**config.mk**
```make
export PLATFORM = sky130hd
export DESIGN_NAME = tick_divider_bank
export DESIGN_NICKNAME = d
export VERILOG_FILES = /design/src/rtl/tick_divider_pkg.sv /design/src/rtl/tick_divider_channel.sv /design/src/rtl/tick_divider_bank.sv
export SDC_FILE = /design/constraint.sdc
export NUM_CORES = 1
export LEC_CHECK = 0
export ABC_AREA = 1
export CAP_MARGIN = 5
export CORE_MARGIN = 1
export CORE_UTILIZATION = 50
export CTS_BUF_LIST = sky130_fd_sc_hd__clkbuf_8
export CTS_CLUSTER_DIAMETER = 100
export DETAILED_ROUTE_END_ITERATION = 10
export GPL_ROUTABILITY_DRIVEN = 0
export PLACE_DENSITY = 0.67
export SYNTH_ARGS = -nofsm -noshare
export SYNTH_HDL_FRONTEND = slang
export SYNTH_SLANG_ARGS = --single-unit
```
**constraint.sdc**
```tcl
create_clock -name clock -period 4.8 [get_ports clock]
set_input_delay 1.2 -clock clock [delete_from_list [all_inputs] [get_ports clock]]
set_output_delay 1.2 -clock clock [all_outputs]
set_load 0.02 [all_outputs]
```
**src/rtl/tick_divider_pkg.sv**
```systemverilog
// tick_divider_pkg
// Shared definitions for the tick divider bank:
//   mode_e        - output shaping mode of a channel (square wave or one-cycle pulse)
//   ch_w()        - width of the channel-select field for a given channel count (min 1)
//   clamp_div_lsb - forces a zero divisor up to 1 by setting its LSB
package tick_divider_pkg;

  typedef enum logic {
    MODE_SQUARE = 1'b0,
    MODE_PULSE  = 1'b1
  } mode_e;

  // Width of the channel index; a single-channel bank still gets a 1-bit select
  function automatic int ch_w(input int num_ch);
    return (num_ch > 1) ? $clog2(num_ch) : 1;
  endfunction

  // A divisor of 0 is meaningless, so it is stored as 1. Only the LSB can
  // change under the clamp, which keeps this helper width-independent.
  function automatic logic clamp_div_lsb(input logic lsb, input logic is_zero);
    return lsb | is_zero;
  endfunction

endpackage

```
**src/rtl/tick_divider_channel.sv**
```systemverilog
// tick_divider_channel
// One channel of the tick divider bank: counter, active/shadow divisor,
// pending flag, mode and (optionally) phase register.
// Optional feature macro: DIVIDER_PHASE_EN (per-channel phase loaded on sync).
// Ports:
//   clock     in   system clock, rising edge
//   resetn    in   synchronous active-low reset
//   en        in   run enable (level)
//   sync      in   restart this channel on this edge
//   wr_sel    in   configuration write addressed to this channel
//   wr_div    in   new divisor (0 is stored as 1)
//   wr_mode   in   0 = square, 1 = pulse
//   wr_phase  in   phase offset (only used with DIVIDER_PHASE_EN)
//   clk_out   out  square (or pulse) output, registered
//   tick      out  one-cycle pulse per period, registered
//   pending   out  shadow divisor written but not yet applied
module tick_divider_channel
  import tick_divider_pkg::*;
#(
  parameter int CNT_W       = 28,
  parameter int DEFAULT_DIV = 2
) (
  input  logic             clock,
  input  logic             resetn,
  input  logic             en,
  input  logic             sync,
  input  logic             wr_sel,
  input  logic [CNT_W-1:0] wr_div,
  input  logic             wr_mode,
  input  logic [CNT_W-1:0] wr_phase,
  output logic             clk_out,
  output logic             tick,
  output logic             pending
);

  logic [CNT_W-1:0] cnt;
  logic [CNT_W-1:0] div;
  logic [CNT_W-1:0] shadow;
  mode_e            mode;

  logic [CNT_W-1:0] div_in;
  logic             at_top;
  logic [CNT_W-1:0] cnt_inc;
  logic             apply;
  mode_e            mode_eff;
  logic             run_clk;
  logic [CNT_W-1:0] sync_div;
  logic [CNT_W-1:0] load_cnt;
  logic             sync_clk;

  // Next-count and apply decisions. The wrap test uses >= so that a counter
  // left above a freshly shrunk divisor (applied while disabled) still wraps
  // instead of running all the way round the counter width.
  always_comb begin
    div_in    = wr_div;
    div_in[0] = clamp_div_lsb(wr_div[0], wr_div == '0);
    at_top    = (cnt >= div - CNT_W'(1));
    cnt_inc   = at_top ? '0 : cnt + CNT_W'(1);
    // Disabled channels have no period to finish, so they apply at once
    apply     = pending && (!en || at_top);
    mode_eff  = wr_sel ? mode_e'(wr_mode) : mode;
    if (mode_eff == MODE_PULSE) begin
      run_clk = (cnt_inc == '0);
    end else begin
      run_clk = (cnt_inc >= (div >> 1));
    end
    // Shadow equals div whenever nothing is pending, so sync can always take
    // the shadow (or a write landing on the same edge).
    sync_div  = wr_sel ? div_in : shadow;
  end

`ifdef DIVIDER_PHASE_EN
  logic [CNT_W-1:0] phase;
  logic [CNT_W-1:0] phase_eff;

  // Phase register, loaded by every valid write
  always_ff @(posedge clock) begin
    if (!resetn) begin
      phase <= '0;
    end else if (wr_sel) begin
      phase <= wr_phase;
    end
  end

  // On sync the counter starts at phase mod the post-sync divisor, and the
  // square output reflects that starting count. Tick stays low on the sync
  // edge itself, matching a restart from zero.
  always_comb begin
    phase_eff = wr_sel ? wr_phase : phase;
    load_cnt  = phase_eff % sync_div;
    sync_clk  = (mode_eff == MODE_SQUARE) && (load_cnt >= (sync_div >> 1));
  end
`else
  logic unused_phase;
  assign unused_phase = ^wr_phase;

  // Without phase support a sync always restarts from zero with outputs low
  always_comb begin
    load_cnt = '0;
    sync_clk = 1'b0;
  end
`endif

  // Channel state. Priority: reset, then sync, then normal counting.
  // A write updates shadow and mode on its own edge; pending is managed
  // together with the apply logic below so a write on a wrap edge stays
  // pending for the following period.
  always_ff @(posedge clock) begin
    if (!resetn) begin
      cnt     <= '0;
      div     <= CNT_W'(DEFAULT_DIV);
      shadow  <= CNT_W'(DEFAULT_DIV);
      mode    <= MODE_SQUARE;
      pending <= 1'b0;
      clk_out <= 1'b0;
      tick    <= 1'b0;
    end else begin
      if (wr_sel) begin
        shadow <= div_in;
        mode   <= mode_e'(wr_mode);
      end
      if (sync) begin
        div     <= sync_div;
        pending <= 1'b0;
        cnt     <= load_cnt;
        clk_out <= sync_clk;
        tick    <= 1'b0;
      end else begin
        if (en) begin
          cnt     <= cnt_inc;
          tick    <= (cnt_inc == '0);
          clk_out <= run_clk;
        end else begin
          tick    <= 1'b0;
        end
        if (apply) begin
          div <= shadow;
        end
        if (wr_sel) begin
          pending <= 1'b1;
        end else if (apply) begin
          pending <= 1'b0;
        end
      end
    end
  end

endmodule

```
**src/rtl/tick_divider_bank.sv**
```systemverilog
// tick_divider_bank
// Multi-channel clock-enable generator. Each channel has a programmable
// divisor (applied glitch-free at the end of the current period), a
// square/pulse mode and a run enable; sync restarts every channel at once.
// Optional feature macro: DIVIDER_PHASE_EN (per-channel phase offset on sync).
// Ports:
//   clock        in   system clock, rising edge
//   resetn       in   synchronous active-low reset
//   wr_en        in   configuration write strobe
//   wr_ch        in   target channel (writes to wr_ch >= NUM_CH are ignored)
//   wr_div       in   new divisor
//   wr_mode      in   0 = square, 1 = pulse
//   wr_phase     in   phase offset (used only with DIVIDER_PHASE_EN)
//   ch_en        in   per-channel run enable
//   sync         in   restart all channels
//   clk_out      out  per-channel square output
//   tick         out  per-channel one-cycle pulse per period
//   div_pending  out  per-channel shadow divisor not yet applied
module tick_divider_bank
  import tick_divider_pkg::*;
#(
  parameter int NUM_CH      = 4,
  parameter int CNT_W       = 28,
  parameter int DEFAULT_DIV = 2
) (
  input  logic                      clock,
  input  logic                      resetn,
  input  logic                      wr_en,
  input  logic [ch_w(NUM_CH)-1:0]   wr_ch,
  input  logic [CNT_W-1:0]          wr_div,
  input  logic                      wr_mode,
  input  logic [CNT_W-1:0]          wr_phase,
  input  logic [NUM_CH-1:0]         ch_en,
  input  logic                      sync,
  output logic [NUM_CH-1:0]         clk_out,
  output logic [NUM_CH-1:0]         tick,
  output logic [NUM_CH-1:0]         div_pending
);

  logic              wr_valid;
  logic [NUM_CH-1:0] wr_sel;

  // Decode the write into a one-hot channel select. The range check matters
  // when NUM_CH is not a power of two and wr_ch can address missing channels.
  always_comb begin
    wr_sel   = '0;
    wr_valid = wr_en && (32'(wr_ch) < 32'(NUM_CH));
    for (int i = 0; i < NUM_CH; i++) begin
      wr_sel[i] = wr_valid && (32'(wr_ch) == 32'(i));
    end
  end

  for (genvar g = 0; g < NUM_CH; g++) begin : g_ch
    tick_divider_channel #(
      .CNT_W       (CNT_W),
      .DEFAULT_DIV (DEFAULT_DIV)
    ) u_ch (
      .clock    (clock),
      .resetn   (resetn),
      .en       (ch_en[g]),
      .sync     (sync),
      .wr_sel   (wr_sel[g]),
      .wr_div   (wr_div),
      .wr_mode  (wr_mode),
      .wr_phase (wr_phase),
      .clk_out  (clk_out[g]),
      .tick     (tick[g]),
      .pending  (div_pending[g])
    );
  end

endmodule

```
Word-level counts from Yosys, hierarchy flattened --
Cells that the tools add are included.
Storage, ports and cells: latch bits 0, bits in read-only memories 0, bits in registers 352, input bits 67, memory bits (writable) 0, memories 0
Cells by class: reductions and logical operators 35, order comparisons 8, muxes and demuxes 32, bitwise gates (word level) 6, div/mod/pow operators 0, $mul 0, equality and inequality tests 3, shifts and indexed selects 0, add/sub/neg operators 8
Operators with widths (count):
- 2-to-1 mux 28 bit | 16
- logical NOT 28 bit | 5
- adder 28 x 1 -> 28 bit (second input constant) | 4
- greater-or-equal comparator 28 x 27 -> 1 bit | 4
- greater-or-equal comparator 28 bit | 4
- subtractor 28 x 1 -> 28 bit (second input constant) | 4
- 2-to-1 mux 1 bit | 16
- nonzero test 2 bit | 8
- OR reduction 3 bit | 4
- logical AND 1 bit | 8
- inverter 1 bit | 5
- == test 2 bit (second input constant) | 2
- logical NOT 1 bit | 4
- logical OR 1 bit | 4
- == test 2 x 1 -> 1 bit (second input constant) | 1
- logical NOT 2 bit | 1
- OR reduction 2 bit | 1
- OR 1 bit | 1

Depth between registers and ports, before layout --
word-level depth 6, mapped depth 45

Hierarchy --
From an unflattened synthesis, not the netlist that was laid out.
Second synthesis, totals: cell total of the unflattened synthesis 3879, area total of the unflattened synthesis 25703.4 um^2
By module, submodules not included:
- tick_divider_channel (g_ch[0].u_ch ...) | sequential area each 1761.7 um^2, times used 2, cells an instance 947, area each 6416.2 um^2
- tick_divider_channel (g_ch[3].u_ch) | sequential area each 1761.7 um^2, times used 1, cells an instance 992, area each 6451.2 um^2
- tick_divider_channel (g_ch[1].u_ch) | sequential area each 1761.7 um^2, times used 1, cells an instance 985, area each 6389.9 um^2
- tick_divider_bank | sequential area each 0.0 um^2, times used 1, cells an instance 8, area each 30.0 um^2

Worst setup path before layout --
Ideal clock, no wire load.
kind register to register, start register g_ch[1].u_ch.div[2], end register g_ch[1].u_ch.clk_out, arrival time 4178 ps, library setup time 109 ps, cell stages (with the launch flop) 42, setup slack 513 ps, clock period less this slack 4287 ps, cells stage by stage dfxtp_1 > inv_2 > nand3_1 > nor3_2 > nand2_2 > nor2_2 > nand2_1 > nor2_1 > nand3_1 > nor3_2 > nand4_1 > xor2_1 > ha_1 > a21o_1 > nor2_1 > nand2_1 > a21oi_4 > nand2_1 > [... 6 more ...] > nand2_1 > nand2_1 > nand2_1 > nand2_1 > nand2_1 > nand2_1 > nand2_1 > nand2_1 > nand2_1 > nand2_1 > nand2_1 > nand2_1 > nand2_1 > nand2_1 > nand2_1 > nand3_1 > nand2_1 > inv_1
Between the ends: cells in the longest elaborated chain, start to end 5, elaborated cells between the ends (all ways) 6, classes of those cells 1 x add/sub; 2 x order compare; 2 x mux; 1 x reduce/logical
Ends and longest elaborated chain:
- start: declaration | line tick_divider_channel.sv:37 | logic [CNT_W-1:0] div;
- start signal: assignment | line tick_divider_channel.sv:111 | div <= CNT_W'(DEFAULT_DIV);
- start signal: assignment | line tick_divider_channel.sv:123 | div <= sync_div;
- start signal: assignment | line tick_divider_channel.sv:137 | div <= shadow;
- subtractor 28 x 1 -> 28 bit | line tick_divider_channel.sv:57 | at_top = (cnt >= div - CNT_W'(1));
- greater-or-equal comparator 28 bit | line tick_divider_channel.sv:57
- 2-to-1 mux 28 bit | line tick_divider_channel.sv:58 | cnt_inc = at_top ? '0 : cnt + CNT_W'(1);
- greater-or-equal comparator 28 x 27 -> 1 bit or logical NOT 28 bit (tied branches) | line tick_divider_channel.sv:65, tick_divider_channel.sv:63
- 2-to-1 mux 1 bit (*) | line tick_divider_channel.sv:62 | if (mode_eff == MODE_PULSE) begin
- end signal: assignment | line tick_divider_channel.sv:126 | clk_out <= sync_clk;
- end signal: assignment | line tick_divider_channel.sv:132 | clk_out <= run_clk;
- end: declaration | line tick_divider_channel.sv:31 | output logic clk_out,
Mark *: on every way between the ends. The rest lies on a longest branch, timed or not. A chain may end at the register's enable or synchronous reset.

Worst setup path after layout --
start register g_ch[3].u_ch.div[2], end register g_ch[3].u_ch.clk_out
Between the ends: cells in the longest elaborated chain, start to end 5, elaborated cells between the ends (all ways) 6, classes of those cells 1 x add/sub; 2 x order compare; 2 x mux; 1 x reduce/logical
Ends and longest elaborated chain:
- start: declaration | line tick_divider_channel.sv:37
- start signal: assignment | line tick_divider_channel.sv:111
- start signal: assignment | line tick_divider_channel.sv:123
- start signal: assignment | line tick_divider_channel.sv:137
- subtractor 28 x 1 -> 28 bit (*) | line tick_divider_channel.sv:57
- greater-or-equal comparator 28 bit (*) | line tick_divider_channel.sv:57
- 2-to-1 mux 28 bit (*) | line tick_divider_channel.sv:58
- named net g_ch[3].u_ch.cnt_inc[26] | line tick_divider_channel.sv:43 | logic [CNT_W-1:0] cnt_inc;
- greater-or-equal comparator 28 x 27 -> 1 bit or logical NOT 28 bit (tied branches) | line tick_divider_channel.sv:65, tick_divider_channel.sv:63
- 2-to-1 mux 1 bit (*) | line tick_divider_channel.sv:62
- end signal: assignment | line tick_divider_channel.sv:126
- end signal: assignment | line tick_divider_channel.sv:132
- end: declaration | line tick_divider_channel.sv:31
Mark *: on every way through the listed nets, which the timed path passes. The rest lies on a longest branch.

==> metrics.md <==
| Metric | Value |
|---|---|
| First-pass GRT wire length | `114,000 um` |
| Die area | `51,100 um2` |
| Min-Delay Path Depth | `2` |
| Fin area | `29,500 um2` |
| Placed Cells | `4,451` |
| Post-Syn Area | `25,100 um2` |
| LEAKAGE | `13.4 nW` |
| Wirelength, routed | `72,200 um` |
| Layout Nets | `4,183` |
| Ratio of cells with drive above 1 in the final layout | `between 10 and 15%` |
| Crit Path Class | `reg -> reg` |
| Sequential fraction of the synthesis area | `28.1%` |
| # rows | `81` |
| Fin. max-slew vios | `0` |
| Internal reg-to-reg setup slack | `-0.1 ns` |
| CTS tree | `built` |
| Skew final | `0.0442 ns` |
| # fillers | `roughly 4,800` |
| Synth top area share | `28.1%` |
| Crit. End Element | `flop` |
| Peak VDD IR | `between 0.2 and 0.25 mV` |
| Post-Layout Cell Count | `4,601` |
| Final worst-path setup slack | `-0.0983 ns` |
| CTS Sinks | `352` |
| Die width | `approximately 230 um` |
| CP Max Fanout | `7` |
| Min Clock Period, post-route | `4.90 ns` |
| Clock insertion delay at the later pin of the skew report | `0.67 ns` |
| Cells after synthesis | `3,715` |
| GRT Util Overall | `27.9%` |
| Layout Utilization | `59.9%` |
| Normalized max-slew margin | `between 30% and 40%` |
| Clock transition at the registers of the reported paths | `~0.06 ns` |
| Vias per inst | `5.24` |
| DRC viols | `0` |
| Hold_sp | `g_ch[2].u_ch.clk_out` |
| DRT iter0 DRCs | `1,607` |
| Worst R2R End | `g_ch[3].u_ch.clk_out` |
| Core Box Area | `between 40,000 and 50,000 um2` |
| Hold EP | `g_ch[2].u_ch.clk_out` |
| Worst min path class | `reg -> reg` |
| Hold buffer count at CTS | `0` |
| Failing checks | `negative setup slack` |
| Status | `finished with violations` |
| CTS max path bufs | `3` |
| Fmax | `204 MHz` |
| Critical path's slowest cell | `dfxtp_1` |
| Commonest non-fill, non-tap cell in the layout | `nand2_1` |
| Least-Margin Pin Slew | `1.01 ns` |
| Iteration count of the initial detailed-routing pass | `6` |
| Post-DRT Antenna Nets | `0` |
| Reg-to-reg startpoint | `g_ch[3].u_ch.div[2]` |
| Final Hold Viols | `0` |
| Starting Density | `51.0%` |
| DP HPWL | `52,800 um` |
| Largest net degree at the start of global routing | `221` |
| # setup viols final | `2` |
| GR Overflow Total | `0` |
| Synth cell types | `52` |
| Die H | `226 um` |
| CTS H-tree lvls | `3` |
| CTS Buf Count | `67` |
| Most frequent CP cell | `nor2_4` |
| Number of global-route vias before repair | `about 22,000` |
| Final hold slack | `0.447 ns` |
| Post-synth top area cell | `dfxtp_1` |
| Total of max-cap violations | `0` |
| Worst Path Required | `between 5 and 6 ns` |
| Port Buf Inserts | `50` |
| Register bit total from synthesis | `between 300 and 400` |
| Register area | `between 7000 and 8000 um2` |
| Area Growth Syn to Fin | `17.6%` |
| Post-Synthesis Mean Instance Area | `between 6 and 7 um2` |
| RSZ-0062 raised after global routing | `yes` |
| Root Driver | `clkbuf_8` |
| Period utilisation layout | `102%` |
| Crit path arrival time | `about 5.4 ns` |
| Area contributors post-synth | `dfxtp_1, nand2_1, ha_1, inv_1, nor2_1` |
| CP max stage delay | `between 0.3 and 0.4 ns` |
| I/O pin count | `79` |
| Most frequent cells in the layout | `nand2_1, inv_1, nor2_1` |
| Multi-input gate area | `roughly 16,000 um2` |
| Syn Nets | `4,010` |
| DR vias | `between 20,000 and 25,000` |
| Power density over cell area | `256 nW/um2` |
| Antenna violations before repair | `1` |
| Drt wl/cell | `15.7 um` |
| Syn. warnings | `0` |
| Antenna Cells | `0` |
| Placed inst area | `27,000 um2` |
| Worst R2R Path Depth | `34` |
| Element type at the critical path start | `flop` |
## cell usage after synthesis (all sizes together)
master / count
nand4: 43
clkinv: 3
o21bai: 5
buf: 49
nor4: 21
a2bb2oi: 1
nand3b: 18
dfxtp: 352
o21ai: 150
and3: 4
a21o: 5
nand3: 161
ha: 228
or2: 98
nor2: 431
inv: 533
o211ai: 17
nor4b: 1
a211oi: 4
a21oi: 167
a22o: 3
o41ai: 4
nor3b: 3
a31oi: 93
clkbuf: 67
nor3: 75
xor2: 135
nand2: 929
o22ai: 56
xnor2: 6
mux2i: 48
o21a: 5
## layer usage
layer	part of all wire, %	wire (um)	GRT usage [%]	vias to the layer above
met3	5.7	4150	4.12	111
met2	46	33100	45.4	598
met5	0	0	0	-
met4	2.5	1820	9.33	0
met1	46	33200	37.7	11000
li1	-	-	-	12400
## through the flow
step | setup WS, ns | power [mW] | TNS (ns)
2_1_floorplan | 0.513 | 4.02 | 0
3_3_place_gp | 0.0222 | 4.40 | 0
3_5_place_dp | -0.0593 | 4.42 | -0.0877
4_1_cts | -0.0179 | 7.46 | -0.0179
5_1_grt | -0.436 | 7.92 | -1.37
6_report | -0.0983 | 7.55 | -0.112
## where the power goes
part | internal (mW) | leakage [nW] | total (mW) | switching, mW
logic | 0.555 | 9.75 | 1.42 | 0.868
clock network | 1.63 | 0.764 | 3.03 | 1.40
registers | 3.01 | 2.86 | 3.10 | 0.0822
total | 5.20 | 13.4 | 7.55 | 2.35
## kinds of logic after synthesis
| family | after synthesis | share of synthesized area (%) |
|---|---|---|
| xor gates and xnor gates | 141 | 4.92 |
| buffers and inverters | 652 | 10.4 |
| DFF | 352 | 28.1 |
| and+or+nand+nor | 1784 | 31.8 |
| adders and majority gates | 228 | 11.4 |
| AOI/OAI and AO/OA | 510 | 11.6 |
| muxes | 48 | 1.91 |
## final cells by class
cell class                      instances  share of cell area, %
Clock inverter                         35                  0.738
Sequential cell                       352                   23.9
Multi-Input combinational cell       2712                   55.3
Inverter                              536                   6.92
Timing Repair Buffer                  219                   6.48
Tap cell                              664                   2.81
Clock buffer                           83                   3.87
## worst max path at each step
stage	from	endpoint	slack (ns)
floorplan	g_ch[1].u_ch.div[2]	g_ch[1].u_ch.clk_out	0.51
global placement	g_ch[2].u_ch.div[0]	g_ch[2].u_ch.clk_out	0.02
detailed placement	g_ch[2].u_ch.div[0]	g_ch[2].u_ch.clk_out	-0.06
CTS	g_ch[2].u_ch.div[0]	g_ch[2].u_ch.clk_out	-0.02
global route	g_ch[3].u_ch.div[1]	g_ch[3].u_ch.clk_out	-0.44
finish	g_ch[3].u_ch.div[2]	g_ch[3].u_ch.clk_out	-0.1
## registers in the layout, summed over array words and instances (netlist names)
signal and cells:
g_ch.u_ch.shadow 112, g_ch.u_ch.div 112, g_ch.u_ch.cnt 112, g_ch.u_ch.pending 4
g_ch.u_ch.mode 4, g_ch.u_ch.clk_out 4, g_ch.u_ch.tick 4
## critical path, delay by kind of cell (launching register included)
family	cells	cell delay [ns]
AOI/OAI and AO/OA	3	0.33
buffers and inverters	5	0.55
and+or+nand+nor	23	2.83
DFF	1	0.39
adders and majority gates	2	0.60
xor gates and xnor gates	1	0.08
## repair_timing
| action | 4_1_cts | 5_1_grt |
|---|---|---|
| resized for setup | 7 | 205 |
| setup endpoints to repair | 3 | 32 |
| pin swaps | 2 | 106 |
| setup buffers | 4 | 27 |
| cloned | 1 | 0 |
(Power assumes the default switching activity.)
